### src/rtl/cmsdk_uart_stim.sv
// cmsdk_uart_stim: byte FIFO feeding a UART transmitter, used to drive an MCU RXD pin.
// Frames are 8N1 by default; defining CMSDK_UART_STIM_PARITY_EN adds an even parity bit.
module cmsdk_uart_stim #(
  parameter int BAUDDIV    = 16,
  parameter int FIFO_DEPTH = 4
) (
  input  logic       CLK,
  input  logic       RESETn,
  input  logic       TX_EN,
  input  logic [7:0] DATA_IN,
  input  logic       DATA_VALID,
  output logic       DATA_READY,
  output logic       TXD,
  output logic       BUSY,
  output logic [4:0] FIFO_LEVEL
);

  localparam int          PW         = $clog2(FIFO_DEPTH);
  localparam logic [15:0] BIT_RELOAD = 16'(BAUDDIV - 1);
  localparam logic [4:0]  LEVEL_FULL = 5'(FIFO_DEPTH);

  typedef enum logic [2:0] {
    IDLE  = 3'd0,
    START = 3'd1,
    DATA  = 3'd2,
    STOP  = 3'd3
`ifdef CMSDK_UART_STIM_PARITY_EN
    , PARITY = 3'd4
`endif
  } state_t;

  state_t          state, state_nxt;
  logic [15:0]     cnt, cnt_nxt;
  logic [2:0]      bit_idx, bit_idx_nxt;
  logic            txd, txd_nxt;
  logic [7:0]      shift;
  logic [7:0]      mem [FIFO_DEPTH];
  logic [PW-1:0]   wr_ptr, rd_ptr;
  logic [4:0]      level;
  logic            push, pop;

  assign DATA_READY = (level != LEVEL_FULL);
  assign push       = DATA_VALID && DATA_READY;
  assign TXD        = txd;
  assign FIFO_LEVEL = level;
  assign BUSY       = (state != IDLE) || (level != 5'd0);

  // Frame sequencer: picks the next state, bit timer value and registered line level.
  always_comb begin
    state_nxt   = state;
    cnt_nxt     = cnt;
    bit_idx_nxt = bit_idx;
    txd_nxt     = txd;
    pop         = 1'b0;
    case (state)
      IDLE: begin
        txd_nxt = 1'b1;
        if (TX_EN && (level != 5'd0)) begin
          pop         = 1'b1;
          state_nxt   = START;
          cnt_nxt     = BIT_RELOAD;
          bit_idx_nxt = 3'd0;
          txd_nxt     = 1'b0;
        end
      end
      START: begin
        if (cnt == 16'd0) begin
          state_nxt   = DATA;
          cnt_nxt     = BIT_RELOAD;
          bit_idx_nxt = 3'd0;
          txd_nxt     = shift[0];
        end else begin
          cnt_nxt = cnt - 16'd1;
        end
      end
      DATA: begin
        if (cnt == 16'd0) begin
          cnt_nxt = BIT_RELOAD;
          if (bit_idx == 3'd7) begin
`ifdef CMSDK_UART_STIM_PARITY_EN
            state_nxt = PARITY;
            txd_nxt   = ^shift;
`else
            state_nxt = STOP;
            txd_nxt   = 1'b1;
`endif
          end else begin
            bit_idx_nxt = bit_idx + 3'd1;
            txd_nxt     = shift[bit_idx_nxt];
          end
        end else begin
          cnt_nxt = cnt - 16'd1;
        end
      end
`ifdef CMSDK_UART_STIM_PARITY_EN
      PARITY: begin
        if (cnt == 16'd0) begin
          state_nxt = STOP;
          cnt_nxt   = BIT_RELOAD;
          txd_nxt   = 1'b1;
        end else begin
          cnt_nxt = cnt - 16'd1;
        end
      end
`endif
      STOP: begin
        if (cnt == 16'd0) begin
          state_nxt = IDLE;
          cnt_nxt   = 16'd0;
          txd_nxt   = 1'b1;
        end else begin
          cnt_nxt = cnt - 16'd1;
        end
      end
      default: begin
        state_nxt   = IDLE;
        cnt_nxt     = 16'd0;
        bit_idx_nxt = 3'd0;
        txd_nxt     = 1'b1;
      end
    endcase
  end

  // Sequencer registers; reset parks the line high in IDLE.
  always_ff @(posedge CLK or negedge RESETn) begin
    if (!RESETn) begin
      state   <= IDLE;
      cnt     <= 16'd0;
      bit_idx <= 3'd0;
      txd     <= 1'b1;
    end else begin
      state   <= state_nxt;
      cnt     <= cnt_nxt;
      bit_idx <= bit_idx_nxt;
      txd     <= txd_nxt;
    end
  end

  // Head byte is captured into the shift register on the same edge it leaves the FIFO.
  always_ff @(posedge CLK or negedge RESETn) begin
    if (!RESETn) begin
      shift <= 8'd0;
    end else if (pop) begin
      shift <= mem[rd_ptr];
    end
  end

  // FIFO storage needs no reset; occupancy and pointers decide what is valid.
  always_ff @(posedge CLK) begin
    if (push) begin
      mem[wr_ptr] <= DATA_IN;
    end
  end

  // FIFO pointers wrap naturally at the power-of-two depth; level tracks push minus pop.
  always_ff @(posedge CLK or negedge RESETn) begin
    if (!RESETn) begin
      wr_ptr <= '0;
      rd_ptr <= '0;
      level  <= 5'd0;
    end else begin
      if (push) wr_ptr <= wr_ptr + PW'(1);
      if (pop)  rd_ptr <= rd_ptr + PW'(1);
      case ({push, pop})
        2'b10:   level <= level + 5'd1;
        2'b01:   level <= level - 5'd1;
        default: level <= level;
      endcase
    end
  end

endmodule
### config.mk
export PLATFORM = sky130hd
export DESIGN_NAME = cmsdk_uart_stim
export DESIGN_NICKNAME = d
export VERILOG_FILES = /design/src/rtl/cmsdk_uart_stim.sv
export SDC_FILE = /design/constraint.sdc
export NUM_CORES = 1
export LEC_CHECK = 0
export CORE_UTILIZATION = 30
export DETAILED_ROUTE_END_ITERATION = 7
export PLACE_DENSITY = 0.52
export SLEW_MARGIN = 20
export SYNTH_ARGS = -nofsm -noshare
export SYNTH_HDL_FRONTEND = slang
export SYNTH_SLANG_ARGS = --single-unit
### constraint.sdc
create_clock -name CLK -period 3.9 [get_ports CLK]
set_clock_uncertainty 0.05 [all_clocks]
set_input_delay 0.78 -clock CLK [delete_from_list [all_inputs] [get_ports CLK]]
set_output_delay 0.78 -clock CLK [all_outputs]
set_load 0.05 [all_outputs]
==> qor.yml <==
path_max_fanout: 10
synth-seq-cells: 71
async_reset_ff_share_pct: 54.9
syn_area_per_cell_um2: 12.6
period_share_pct: 81.4
synth_edf_count: 32
fmax_ghz: 0.315
place.detailed.hpwl_um: 4730
grt_pass1_vias: 2362
dr.pass1.iters: 6
vias_per_cell: 5.00
cp-start-kind: "flip-flop"
wl_um: 6790
rows: 39
p_int_mw: 1.50
p_clk_share_pct: 36.1
rsz0062_at_grt: "no"
hold_path.class: "flip-flop to flip-flop"
dieArea_um2: 12400
power_mw: 2.17
clockBufferDepth: 2
chipWidth_um: 111
drtIter0Drc: 141
coreArea_um2: 11500
setup_viol: 0
cts_root_buf: "clkbuf_16"
worst_slew_pin_slew_ns: 0.906
numPortBuffers: 19
synth_cell_types: 57
p_leak_nw: 1.62
cts-hold-fix-buffers: 0
cts_tree: "done"
tns_ns: 0
crit_type: "flip-flop to flip-flop"
drcViolationCount: 4
drive_above_1_share_pct: 17.4
cts_buffers: 9
fp.dieH_um: 111
seq_power_share_pct: 44.8
end_kind: "flip-flop"
period_minus_slack_ns: 3.18
run_status: "complete, but fails checks"
ant_nets: 0
nNetsFinal: 335
maxCapViolations: 0
grt_util_all_layers_pct: 12.0
avgRoutedWirePerCell_um: 15.0
synth_cells: 285
postCtsSetupRepairBufs: 0
synth_nets: 314
yosysWarnings: 0
relSlewSlack_pct: 39.6
cts_htree_levels: 3
grt_max_degree: 40
maxSlewViolCount: 0
cts-resized-gates: 0
antenna_found_initial: 0
switching_share_pct: 31.0
overflow: 0
clk_pin_slew_ns: 0.06
place_congestion: 0.732
start_util_pct: 31.1
ys_seq_area_share_pct: 54.0
ys.flop_type: "dfrtp_1"
comb_power_share_pct: 19.1
antennaDiodeCount: 0
worst_hold_slack_ns: 0.455
syn_area_um2: 3590
switchingPower_mw: 0.672
arrival_ns: 3.38
peakVddDrop_mv: 0.293
ios: 20
violations: "DRC"
clock-sinks: 71
grt_pass1_wl_um: 11600
cp.required_ns: 4.11
hold_violations: 0
power.density_nw_per_um2: 518
synthToLayoutAreaGrowth_pct: 16.9
vias: 2270
clock_latency_ns: 0.33
[cells in the mapped netlist (6+ instances only)]
| library cell | n | area share [%] |
|---|---|---|
| a21oi_1 | 13 | 1.8 |
| dfrtp_1 | 38 | 27 |
| edfxtp_1 | 32 | 27 |
| ha_1 | 17 | 5.9 |
| inv_1 | 18 | 1.9 |
| mux2_2 | 10 | 3.1 |
| mux4_2 | 10 | 6.3 |
| nand2_1 | 19 | 2.0 |
| nand3_1 | 10 | 1.4 |
| nor2_1 | 10 | 1.0 |
| nor3_1 | 9 | 1.3 |
| o21ai_0 | 9 | 1.3 |
| o22ai_1 | 6 | 1.0 |
[cell type report]
cell class | count | area, um2
Clock buffer | 9 | 225
Clock inverter | 7 | 62.6
Fill cell | 1137 | 7320
Inverter | 18 | 67.6
Multi-Input combinational cell | 186 | 1530
Sequential cell | 71 | 1940
Tap cell | 143 | 179
Timing Repair Buffer | 20 | 193
[worst max-delay path, cell delays in order (launching register included)]
cell	delay, ns
dfrtp_1	0.49
nor4_4	0.41
nand2_1	0.18
and2_1	0.23
inv_1	0.11
ha_1	0.37
xor2_1	0.19
ha_1	0.19
a21boi_0	0.19
o221ai_1	0.16
a21o_1	0.20
a21oi_1	0.16
xor2_1	0.15
[cells in the final DEF (no fill, tap or decap), types with 4 or more instances in the layout]
master and instances:
a21oi_1 13, inv_1 18, nor3_1 9, nor2_1 10, and3_1 5, xor2_1 5
nor4_4 4, mux4_2 10, ha_1 17, clkbuf_16 9, edfxtp_1 32, mux2_2 10
dfrtp_1 38, nand2_1 19, xnor2_1 5, o21ai_1 4, clkdlybuf4s50_1 18, nand4_1 5
o22ai_1 6, o21ai_0 9, nand3_1 10
[power groups by stage]
stage	logic (mW)	clock network [mW]	registers [mW]
after floorplan	0.214	0	1.05
after global placement	0.420	0	0.988
after detailed placement	0.425	0	0.990
after CTS	0.424	0.814	0.977
after global routing	0.454	0.835	0.989
final	0.415	0.784	0.973
[cell families after synthesis]
family	share of synthesized area, %
muxes	10.4
DFF	54.0
xor gates and xnor gates	2.44
buffers and inverters	3.38
AOI/OAI and AO/OA	9.84
adders and majority gates	5.93
and+or+nand+nor	14.0
[per-layer routing]
metal  part of all wire, %  global-route usage (%)
met5                     0                       0
met4                   1.0                    4.32
met3                   3.0                    3.05
met2                    49                    20.2
met1                    47                    14.9
[state kept, by name (all words and copies together), names as in the netlist]
register and count:
FIFO_LEVEL 5, TXD 1, bit_idx 3, cnt 16
mem 32, rd_ptr 2, shift 8, state 2
wr_ptr 2
[per-stage QoR]
step	instances	cell area, um2	worst slack [ns]	utilization [%]
after floorplan	285	3590	0.258	-
after global placement	438	3900	0.511	33.9
after detailed placement	438	3900	0.414	33.9
after CTS	454	4190	0.692	36.4
after global routing	454	4190	0.372	36.4
final	454	4190	0.724	36.4
[final timing paths]
kind                                            from                        end  slack (ns)  cells after the start
min                             shift[1]$_DFFE_PN0P_       shift[1]$_DFFE_PN0P_        0.45                      1
max in group asynchronous                     RESETn  FIFO_LEVEL[1]$_DFFE_PN0P_        2.71                      1
min reg2reg                     shift[1]$_DFFE_PN0P_       shift[1]$_DFFE_PN0P_        0.45                      1
min in group asynchronous                     RESETn         cnt[7]$_DFFE_PN0P_        0.53                      1
max reg2reg                FIFO_LEVEL[1]$_DFFE_PN0P_  FIFO_LEVEL[4]$_DFFE_PN0P_        0.72                     12
max                        FIFO_LEVEL[1]$_DFFE_PN0P_  FIFO_LEVEL[4]$_DFFE_PN0P_        0.72                     12
(Power assumes the default switching activity.)
